File: src/rtl/FIFO_pkg.sv
// Shared FIFO constants and the operation enum used by the responder and its bench.
package FIFO_pkg;

  localparam int FIFO_WIDTH = 16;
  localparam int FIFO_DEPTH = 8;
  localparam int PTR_W      = $clog2(FIFO_DEPTH);
  localparam int CNT_W      = PTR_W + 1;

  typedef enum logic [1:0] {
    IDLE_OP,
    WRITE_OP,
    READ_OP,
    WRITE_READ_OP
  } STATE_e;

  function automatic STATE_e op_kind(input logic wr, input logic rd);
    return STATE_e'({rd, wr});
  endfunction

endpackage

File: src/rtl/fifo_mem.sv
// Dual-port storage for the FIFO: synchronous write port, registered read port.
module fifo_mem #(
  parameter int WIDTH = 16,
  parameter int DEPTH = 8,
  parameter int AW    = $clog2(DEPTH)
) (
  input  logic             clk,
  input  logic             rst,
  input  logic             wr_en,
  input  logic [AW-1:0]    wr_addr,
  input  logic [WIDTH-1:0] wr_data,
  input  logic             rd_en,
  input  logic [AW-1:0]    rd_addr,
  output logic [WIDTH-1:0] rd_data
);

  // Storage array is never reset so it maps onto block RAM.
  logic [WIDTH-1:0] mem_reg [DEPTH];
  logic [WIDTH-1:0] rd_data_reg;

  always_ff @(posedge clk) begin
    if (wr_en) begin
      mem_reg[wr_addr] <= wr_data;
    end
  end

  always_ff @(posedge clk) begin
    if (rst) begin
      rd_data_reg <= '0;
    end else if (rd_en) begin
      rd_data_reg <= mem_reg[rd_addr];
    end
  end

  assign rd_data = rd_data_reg;

endmodule

File: src/rtl/sync_fifo_responder.sv
// Synchronous FIFO with per-access status and occupancy flags.
// Define FIFO_STICKY_ERR_EN to make overflow/underflow hold until reset.
module sync_fifo_responder
  import FIFO_pkg::*;
#(
  parameter int FIFO_WIDTH = FIFO_pkg::FIFO_WIDTH,
  parameter int FIFO_DEPTH = FIFO_pkg::FIFO_DEPTH
) (
  input  logic                  clk,
  input  logic                  rst,
  input  logic [FIFO_WIDTH-1:0] data_in,
  input  logic                  wr_en,
  input  logic                  rd_en,
  output logic [FIFO_WIDTH-1:0] data_out,
  output logic                  wr_ack,
  output logic                  overflow,
  output logic                  underflow,
  output logic                  empty,
  output logic                  almostempty,
  output logic                  half_full,
  output logic                  almostfull,
  output logic                  full
);

  localparam int AW = $clog2(FIFO_DEPTH);
  localparam int CW = AW + 1;

  logic [AW-1:0] wr_ptr_reg;
  logic [AW-1:0] rd_ptr_reg;
  logic [CW-1:0] count_reg;
  logic          wr_ack_reg;
  logic          overflow_reg;
  logic          underflow_reg;
  logic          wr_ok;
  logic          rd_ok;

  // A request coincident with reset is dropped, including its memory write.
  assign wr_ok = wr_en & ~full & ~rst;
  assign rd_ok = rd_en & ~empty & ~rst;

  fifo_mem #(
    .WIDTH (FIFO_WIDTH),
    .DEPTH (FIFO_DEPTH),
    .AW    (AW)
  ) u_mem (
    .clk     (clk),
    .rst     (rst),
    .wr_en   (wr_ok),
    .wr_addr (wr_ptr_reg),
    .wr_data (data_in),
    .rd_en   (rd_ok),
    .rd_addr (rd_ptr_reg),
    .rd_data (data_out)
  );

  always_ff @(posedge clk) begin
    if (rst) begin
      wr_ptr_reg    <= '0;
      rd_ptr_reg    <= '0;
      count_reg     <= '0;
      wr_ack_reg    <= 1'b0;
      overflow_reg  <= 1'b0;
      underflow_reg <= 1'b0;
    end else begin
      if (wr_ok) wr_ptr_reg <= wr_ptr_reg + AW'(1);
      if (rd_ok) rd_ptr_reg <= rd_ptr_reg + AW'(1);
      case ({wr_ok, rd_ok})
        2'b10:   count_reg <= count_reg + CW'(1);
        2'b01:   count_reg <= count_reg - CW'(1);
        default: count_reg <= count_reg;
      endcase
      wr_ack_reg <= wr_ok;
`ifdef FIFO_STICKY_ERR_EN
      overflow_reg  <= overflow_reg  | (wr_en & full);
      underflow_reg <= underflow_reg | (rd_en & empty);
`else
      overflow_reg  <= wr_en & full;
      underflow_reg <= rd_en & empty;
`endif
    end
  end

  assign wr_ack      = wr_ack_reg;
  assign overflow    = overflow_reg;
  assign underflow   = underflow_reg;

  // Flags decode the registered count, so they track the post-edge state.
  assign empty       = (count_reg == '0);
  assign almostempty = (count_reg == CW'(1));
  assign half_full   = (count_reg >= CW'(FIFO_DEPTH / 2));
  assign almostfull  = (count_reg == CW'(FIFO_DEPTH - 1));
  assign full        = (count_reg == CW'(FIFO_DEPTH));

endmodule
File: config.mk
export PLATFORM = sky130hd
export DESIGN_NAME = sync_fifo_responder
export DESIGN_NICKNAME = d
export VERILOG_FILES = /design/src/rtl/FIFO_pkg.sv /design/src/rtl/fifo_mem.sv /design/src/rtl/sync_fifo_responder.sv
export SDC_FILE = /design/constraint.sdc
export NUM_CORES = 1
export LEC_CHECK = 0
export BUFFER_PORTS_ARGS = -buffer_cell sky130_fd_sc_hd__buf_2
export CAP_MARGIN = 10
export CORE_MARGIN = 2
export CORE_UTILIZATION = 35
export DETAILED_ROUTE_END_ITERATION = 8
export GPL_ROUTABILITY_DRIVEN = 0
export PLACE_DENSITY = 0.65
export REMOVE_ABC_BUFFERS = 1
export SKIP_LAST_GASP = 1
export SLEW_MARGIN = 40
export SYNTH_ARGS = -nofsm -noshare
export SYNTH_HDL_FRONTEND = slang
export SYNTH_SLANG_ARGS = --single-unit
File: constraint.sdc
create_clock -name clk -period 3.8 [get_ports clk]
set_clock_uncertainty 0.1 [all_clocks]
set_input_delay 1.14 -clock clk [delete_from_list [all_inputs] [get_ports clk]]
set_output_delay 1.14 -clock clk [all_outputs]
set_load 0.02 [all_outputs]
==> flow_summary.yaml, run 1 <==
outcome:
  status: "completed"
placement:
  place_ws_ns: 0.607
  place_area_mm2: 0.00657
  numPortBuffers: 43
  hpwl_um: 7410
  place_inst: 621
power_and_ir_drop:
  p_int_mw: 3.01
  irDropWorstVdd_mv: 0.325
  pwr-share-seq_pct: 50.9
  netSwitchingFraction_pct: 21.9
  p_clk_share_pct: 40.8
  report.power.total_mw: 3.86
  combPwrFrac_pct: 8.3
  leakagePower_nw: 2.38
  p_sw_uw: 844
  p_per_area_mw_per_mm2: 541
cells_and_area:
  final_layout_size_suffix_gt1_share_pct: 22.2
  instances_no_fill: 653
  fill_cells: 1487
  post-route-util_pct: 42.7
  largest_reg_flops: 128
  layout.nets: 447
  n_antenna_cell: 0
  syn2layout_area_growth_pct: 18.3
  design_area_mm2: 0.00713
job:
  drv_cap: 0
drt:
  wl_um: 12200
  wl_per_cell_um: 18.7
  dr.pass1.iters: 4
  antenna_left: 0
  post-route-drc-count: 0
  vias: 3318
  viasPerCell: 5.08
  drt-initial-drc-count: 292
synth:
  synthTopCellsByCount: "edfxtp_1, mux2i_1, a22oi_1"
  yosysMostFrequentCell: "edfxtp_1"
  synthArstFlopShare_pct: 0
  synth-edff-count: 128
  synthCells: 359
  synth_top_area_share_pct: 63.8
  synthesis.area_mm2: 0.00603
  ys_seq_area_share_pct: 73.4
  ys.flop_type: "edfxtp_1"
  ys_warn_count: 0
  syn_avg_cell_area_um2: 16.8
  synth_top_area_cell: "edfxtp_1"
  ys_types: 31
  ys_seq_elements: 157
  synth_area_leaders: "edfxtp_1, mux2i_1, dfxtp_1, a22oi_1, a32o_1"
timing:
  setup_violations: 0
  fmax_ghz: 0.354
  layout_setup_ws_ns: 0.978
  maxSlewViolCount: 0
  min_period_ns: 2.82
  slew_headroom_pct: 48.8
  hold_viol_final: 0
  timing.hold.ws_ns: 0.360
  worst_slew_pin_slew_ns: 0.768
  rsz0062_at_grt: "false"
  finalCritPeriodShare_pct: 74.3
  fin_setup_tns_ns: 0
critical_path:
  start_kind: "register"
  endpoint_kind: "output port"
  critPathKind: "register to output port"
  crit_required_ns: 2.56
  critPathArrivalTime_ns: 1.58
  worstPathMaxFanout: 6
clocking:
  hold_buffers: 0
  cts.reportedPaths.clkPinSlew_ns: 0.05
  root_buffer: "clkbuf_16"
  cts_num_sinks: 157
  cts_buffers: 17
  ctsHtreeMaxLevel: 4
  cts_resized: 0
  postCtsSetupBuffers: 0
  cts_buffer_depth: 2
  insertion_delay_ns: 0.41
  cts_tree: "yes"
die:
  die_h_um: 135
  io_pins: 44
  core_mm2: 0.0167
  dieArea_mm2: 0.0183
  die_w_um: 135
  std_cell_rows: 47
  initial_utilization_pct: 36.1
global_route:
  antenna_found_initial: 0
  grtUsageTotal_pct: 14.1
  grt_start_max_net_pins: 42
  grt_pass1_vias: 3446
  grt-ovfl-total: 0
  grt_pass1_wl_um: 19000
min_path:
  hold_path_class: "register to register"
## critical path, stage by stage, from the launching register on
cell and delay, ns:
dfxtp_1 0.45, inv_1 0.08, ha_1 0.23, nand3b_1 0.14
inv_1 0.10, buf_2 0.17
## metal layers
| metal | routed length, um | up-vias | GRT usage [%] |
|---|---|---|---|
| li1 | - | 1537 | - |
| met1 | 5370 | 1670 | 18.4 |
| met2 | 5820 | 92 | 21.9 |
| met4 | 238 | 0 | 5.61 |
| met5 | 0 | - | 0 |
| met3 | 779 | 19 | 4.45 |
## power by group through the flow
stage | clock, mW | sequential, mW | combinational (mW)
final | 1.57 | 1.96 | 0.318
after global routing | 1.67 | 1.97 | 0.346
after CTS | 1.60 | 1.96 | 0.322
after detailed placement | 0 | 2.00 | 0.319
after global placement | 0 | 2.00 | 0.310
after floorplan | 0 | 2.02 | 0.178
## cell usage in the layout (no fill, tap or decap), types with 3 or more instances in the layout
cell	n
nand2b_1	5
clkbuf_1	4
nor3_2	4
clkinv_2	4
nand2_1	7
dfxtp_1	28
clkbuf_16	17
xor2_1	3
xnor2_1	4
mux2i_1	65
ha_1	6
a22oi_1	32
edfxtp_1	128
nor2_1	16
inv_1	6
buf_4	17
buf_2	43
a32o_1	16
## final timing paths
check	start	to	slack [ns]	depth (start not counted)
min	u_mem.rd_data[15]$_SDFFE_PP0P_	u_mem.rd_data[15]$_SDFFE_PP0P_	0.36	1
max	count_reg[0]$_SDFFE_PP0P_	full	0.98	5
max reg2reg	count_reg[0]$_SDFFE_PP0P_	u_mem.mem_reg[2][7]$_DFFE_PP_	1.20	8
min reg2reg	u_mem.rd_data[15]$_SDFFE_PP0P_	u_mem.rd_data[15]$_SDFFE_PP0P_	0.36	1
## area by class of cell
type / count / area, um2 / area share [%]
multi-input cells: 178 / 1500 / 21.0
repair buffers: 61 / 354 / 4.97
inverters: 6 / 22.5 / 0.316
flip-flops and latches: 157 / 4430 / 62.1
clock inverters: 9 / 95.1 / 1.33
well taps: 220 / 275 / 3.86
clock buffers: 22 / 454 / 6.37
## logic make-up after synthesis
group	after synthesis	synth area share, %
DFF	157	73.4
muxes	65	10.8
AOI/OAI and AO/OA	54	7.31
and+or+nand+nor	46	3.97
buffers and inverters	24	2.26
xor gates and xnor gates	7	1.02
adders and majority gates	6	1.25
No activity file was read; power rests on OpenSTA's default activity.
==> run 2: changes to the inputs <==
--- a/config.mk
+++ b/config.mk
@@ -11,7 +11,7 @@
 export CORE_UTILIZATION = 35
 export DETAILED_ROUTE_END_ITERATION = 8
 export GPL_ROUTABILITY_DRIVEN = 0
-export PLACE_DENSITY = 0.65
+export PLACE_DENSITY = 0.63
 export REMOVE_ABC_BUFFERS = 1
 export SKIP_LAST_GASP = 1
 export SLEW_MARGIN = 40
==> constraint.sdc (replaced) <==
create_clock -name clk -period 2.81 [get_ports clk]
set_clock_uncertainty 0.1 [all_clocks]
set_input_delay 0.843 -clock clk [delete_from_list [all_inputs] [get_ports clk]]
set_output_delay 0.843 -clock clk [all_outputs]
set_load 0.02 [all_outputs]
==> run 2 against run 1 <==
  * Sequential cell count unchanged
  * Register-to-register slack worse by 0.78 ns
  * Sequential share of layout area down 0.22 points
  * Power rose by 31%
  * Sequential power increased by 34%
  * Non-clock buffer count is 1 higher
  * Die area unchanged
  * Routed wire length shrank 2.2%
  * Critical path type unchanged
==> flow_summary.yaml, run 2 (synthesis results as in run 1) <==
outcome:
  status: "completed"
critical_path:
  reg2reg_depth: 10
  reg2reg_slack_ns: 0.42
  critPathKind: "register to output port"
  start_kind: "register"
  cpPeakStageDelay_ns: 0.44
  crit_path_cell_trace: "inv_1, ha_1, nand3b_1, inv_1, buf_2"
  cp_slowest_cell: "dfxtp_1"
  worst_path_most_repeated_cell: "inv_1"
  crit_required_ns: 1.87
  r2r_end: "count_reg[3]$_SDFFE_PP0P_"
  critPathArrivalTime_ns: 1.56
  path_depth: 5
  endpoint_kind: "output port"
  r2r_start: "count_reg[0]$_SDFFE_PP0P_"
  path_delay_family: "flip-flops"
  startpoint: "count_reg[0]$_SDFFE_PP0P_"
  worstPathMaxFanout: 6
  endpoint: "full"
  critPathBufInv: 3
drt:
  wl_met1_um: 5130
  met2RoutedLength_um: 6010
  wl_um: 11900
  maxUsedRoutingLayer: "met4"
  viasPerCell: 4.89
  antenna_left: 0
  vias: 3202
  dr.pass1.iters: 4
  wl_met3_um: 713
  drt-initial-drc-count: 223
  wl_per_cell_um: 18.2
  post-route-drc-count: 0
timing:
  rsz0062_at_grt: "false"
  slew_headroom_pct: 76.6
  worst_slew_pin_slew_ns: 0.351
  hold_viol_final: 0
  min_period_ns: 2.51
  maxSlewViolCount: 0
  finalCritPeriodShare_pct: 89.2
  timing.hold.ws_ns: 0.360
  setup_violations: 0
  fmax_ghz: 0.399
job:
  drv_cap: 0
die:
  core_mm2: 0.0167
  std_cell_rows: 47
  die_w_um: 135
  io_pins: 44
  initial_utilization_pct: 36.1
  dieArea_mm2: 0.0183
  die_h_um: 135
cells_and_area:
  instances_no_fill: 655
  layout.nets: 448
  syn2layout_area_growth_pct: 18.7
  layout_commonest_cell: "edfxtp_1"
  final_layout_size_suffix_gt1_share_pct: 21.2
  fill_cells: 1498
  largest_reg_flops: 128
  final_cell_mix: "edfxtp_1, mux2i_1, buf_2, a22oi_1, dfxtp_1"
power_and_ir_drop:
  p_per_area_mw_per_mm2: 705
  irDropWorstVdd_mv: 0.487
  leakagePower_nw: 2.37
global_route:
  antenna_found_initial: 1
  grtUsageTotal_pct: 14.2
  grt_start_max_net_pins: 33
  grt_pass1_vias: 3425
  grt_pass1_wl_um: 18800
  grt-ovfl-total: 0
clocking:
  hold_buffers: 0
  cts_buffers: 17
  cts_resized: 0
  cts.reportedPaths.clkPinSlew_ns: 0.05
  cts_buffer_depth: 2
  ctsHtreeMaxLevel: 4
  root_buffer: "clkbuf_16"
  cts_tree: "yes"
  postCtsSetupBuffers: 0
  cts_num_sinks: 157
  insertion_delay_ns: 0.41
placement:
  place_inst: 623
  hpwl_um: 6980
  numPortBuffers: 43
min_path:
  hold_path_class: "register to register"
run 2: final cells by class:
class	instances	area, um2	share of cell area, %
Timing Repair Buffer	62	433	6.05
Multi-Input combinational cell	178	1490	20.9
Inverter	6	22.5	0.315
Sequential cell	157	4430	61.9
Antenna cell	1	2.50	0.0350
Clock buffer	26	479	6.70
Clock inverter	5	21.3	0.297
Tap cell	220	275	3.85
run 2: report_power, final:
part	internal [mW]	total, mW	switching, mW
Combinational	0.186	0.450	0.264
Sequential	2.58	2.63	0.0512
Clock	1.16	1.96	0.803
Total	3.93	5.04	1.12
run 2: layer usage:
layer  GRT usage [%]  vias up
li1                -     1539
met1            16.8     1582
met2            23.9       71
met3            5.27       10
met4            5.09        0
met5               0        -
run 2: worst min-delay path by stage:
stage | start | to | slack [ns] | depth (start not counted)
4_1_cts | u_mem.rd_data[15]$_SDFFE_PP0P_ | u_mem.rd_data[15]$_SDFFE_PP0P_ | 0.36 | 1
3_3_place_gp | u_mem.rd_data[0]$_SDFFE_PP0P_ | u_mem.rd_data[0]$_SDFFE_PP0P_ | 0.35 | 1
6_report | u_mem.rd_data[15]$_SDFFE_PP0P_ | u_mem.rd_data[15]$_SDFFE_PP0P_ | 0.36 | 1
5_1_grt | u_mem.rd_data[4]$_SDFFE_PP0P_ | u_mem.rd_data[4]$_SDFFE_PP0P_ | 0.38 | 1
2_1_floorplan | rd_ptr_reg[1]$_SDFFE_PP0P_ | rd_ptr_reg[1]$_SDFFE_PP0P_ | 0.39 | 2
3_5_place_dp | u_mem.rd_data[14]$_SDFFE_PP0P_ | u_mem.rd_data[14]$_SDFFE_PP0P_ | 0.35 | 1
run 2: through the flow:
step / cell area, um2 / setup slack (ns) / utilization [%] / setup TNS, ns / total power, mW
after CTS: 7150 / 0.280 / 42.8 / 0 / 5.10
after global routing: 7150 / 0.194 / 42.8 / 0 / 5.25
after global placement: 6650 / 0.251 / 39.8 / 0 / 3.12
after floorplan: 5910 / -0.547 / - / -24.68 / 2.98
final: 7150 / 0.304 / 42.8 / 0 / 5.04
after detailed placement: 6650 / 0.186 / 39.8 / 0 / 3.14
==> run 3: changes to the inputs <==
--- a/config.mk
+++ b/config.mk
@@ -8,10 +8,10 @@
 export BUFFER_PORTS_ARGS = -buffer_cell sky130_fd_sc_hd__buf_2
 export CAP_MARGIN = 10
 export CORE_MARGIN = 2
-export CORE_UTILIZATION = 35
+export CORE_UTILIZATION = 59
 export DETAILED_ROUTE_END_ITERATION = 8
 export GPL_ROUTABILITY_DRIVEN = 0
-export PLACE_DENSITY = 0.63
+export PLACE_DENSITY = 0.78
 export REMOVE_ABC_BUFFERS = 1
 export SKIP_LAST_GASP = 1
 export SLEW_MARGIN = 40
==> run 3 against run 2 <==
  * Highest routed layer unchanged
  * Clock power grew 8%
  * Critical path type unchanged
  * Clock-buffer cell count is 8 lower
  * Sequential share of layout area up 0.95 points
  * Via count grew 1.6%
  * Fmax fell by 4.9%
  * Power grew 3.1%
  * Largest cell class unchanged
==> flow_summary.yaml, run 3 (synthesis results as in run 1) <==
drt:
  dr.pass1.iters: 4
  viasPerCell: 5.71
  post-route-drc-count: 0
  wl_um: 11600
  wl_per_cell_um: 20.3
  antenna_left: 0
  vias: 3253
  drt-initial-drc-count: 202
cells_and_area:
  largest_reg_flops: 128
  multiInputGateArea_mm2: 0.00149
  final_layout_size_suffix_gt1_share_pct: 23.8
  final_cell_mix: "edfxtp_1, mux2i_1, buf_2, a22oi_1, dfxtp_1"
  syn2layout_area_growth_pct: 16.9
  design_area_mm2: 0.00705
  layout_commonest_cell: "edfxtp_1"
  final-seq-area_mm2: 0.00443
  layout.nets: 450
  fill_cells: 602
  post-route-util_pct: 71.4
  n_antenna_cell: 0
critical_path:
  cp_slowest_cell: "dfxtp_1"
  cpPeakStageDelay_ns: 0.42
  crit_path_cell_trace: "inv_1, ha_1, nand3b_1, inv_1, buf_2"
  r2r_end: "count_reg[3]$_SDFFE_PP0P_"
  worst_path_most_repeated_cell: "inv_1"
  start_kind: "register"
  critPathKind: "register to output port"
  crit_required_ns: 1.87
  r2r_start: "count_reg[0]$_SDFFE_PP0P_"
  endpoint_kind: "output port"
  critPathArrivalTime_ns: 1.69
  reg2reg_depth: 10
  reg2reg_slack_ns: 0.42
  worstPathMaxFanout: 6
timing:
  worst_slew_pin_slew_ns: 0.816
  slew_headroom_pct: 45.6
  maxSlewViolCount: 0
  hold_viol_final: 0
  finalCritPeriodShare_pct: 93.8
  setup_violations: 0
  rsz0062_at_grt: "false"
  fmax_ghz: 0.379
  layout_setup_ws_ns: 0.175
  fin_setup_tns_ns: 0
  min_period_ns: 2.64
die:
  initial_utilization_pct: 61.1
  die_w_um: 105
  core_mm2: 0.00986
  std_cell_rows: 36
  dieArea_mm2: 0.0110
  io_pins: 44
  die_h_um: 105
clocking:
  cts_num_sinks: 157
  cts_buffer_depth: 2
  insertion_delay_ns: 0.52
  cts_buffers: 17
  cts_tree: "yes"
  root_buffer: "clkbuf_8"
  cts.reportedPaths.clkPinSlew_ns: 0.06
  hold_buffers: 0
  ctsHtreeMaxLevel: 4
  postCtsSetupBuffers: 0
  cts_resized: 0
min_path:
  hold_depth: 1
  hold_path.startpoint: "u_mem.rd_data[7]$_SDFFE_PP0P_"
  hold_path_class: "register to register"
  worstHoldEndpoint: "u_mem.rd_data[7]$_SDFFE_PP0P_"
power_and_ir_drop:
  p_sw_mw: 1.25
  p_per_area_mw_per_mm2: 738
  combPwrFrac_pct: 8.4
  netSwitchingFraction_pct: 24.0
  leakagePower_nw: 2.38
  p_int_mw: 3.95
  irDropWorstVdd_mv: 0.433
  p_clk_share_pct: 40.8
  pwr-share-seq_pct: 50.8
placement:
  numPortBuffers: 43
  place_ws_ns: 0.175
  hpwl_um: 6740
  place_area_mm2: 0.00649
job:
  drv_cap: 0
global_route:
  grt-ovfl-total: 0
  grt_start_max_net_pins: 29
  grt_pass1_vias: 3316
  grt_pass1_wl_um: 18300
  antenna_found_initial: 0
  grtUsageTotal_pct: 22.6
outcome:
  status: "completed"
[run 3: worst max path at each step]
| stage | startpoint | to | slack, ns |
|---|---|---|---|
| floorplan | rst | u_mem.mem_reg[0][0]$_DFFE_PP_ | -0.55 |
| global placement | rst | count_reg[3]$_SDFFE_PP0P_ | 0.25 |
| detailed placement | rst | count_reg[3]$_SDFFE_PP0P_ | 0.17 |
| CTS | count_reg[0]$_SDFFE_PP0P_ | full | 0.16 |
| global route | count_reg[0]$_SDFFE_PP0P_ | full | 0.05 |
| finish | count_reg[0]$_SDFFE_PP0P_ | full | 0.17 |
[run 3: power groups by stage]
stage / Clock, mW / Combinational, mW / Sequential [mW]
after CTS: 2.14 / 0.443 / 2.64
after floorplan: 0 / 0.241 / 2.74
after global placement: 0 / 0.424 / 2.68
final: 2.12 / 0.439 / 2.64
after detailed placement: 0 / 0.437 / 2.69
after global routing: 2.26 / 0.474 / 2.65
[run 3: layer usage]
layer / part of all wire [%] / global-route usage (%) / vias to the layer above
met5: 0 / 0 / -
met4: 1.0 / 8.19 / 0
met3: 4.6 / 5.93 / 12
met2: 52 / 37.2 / 92
met1: 43 / 29.1 / 1604
li1: - / - / 1545
[run 3: final cells by class]
type                            instances  share of cell area [%]
Sequential cell                       157                    62.8
Multi-Input combinational cell        178                    21.2
Clock buffer                           18                    5.93
Timing Repair Buffer                   64                    5.47
Tap cell                              133                    2.36
Clock inverter                         14                    1.90
Inverter                                6                   0.320
[run 3: worst max-delay path, delay by kind of cell (launching register included)]
family,cells,cell delay (ns)
AND/OR/NAND/NOR,1,0.16
flip-flops,1,0.42
adder cells (fa/ha/maj),1,0.24
buffers and inverters,3,0.34
[run 3: stage by stage]
stage / power [mW] / instances / hold WS (ns)
final: 5.20 / 570 / 0.364
after global routing: 5.38 / 570 / 0.380
after CTS: 5.22 / 570 / 0.369
after detailed placement: 3.13 / 538 / 0.350
after global placement: 3.11 / 538 / 0.345
after floorplan: 2.98 / 341 / 0.393
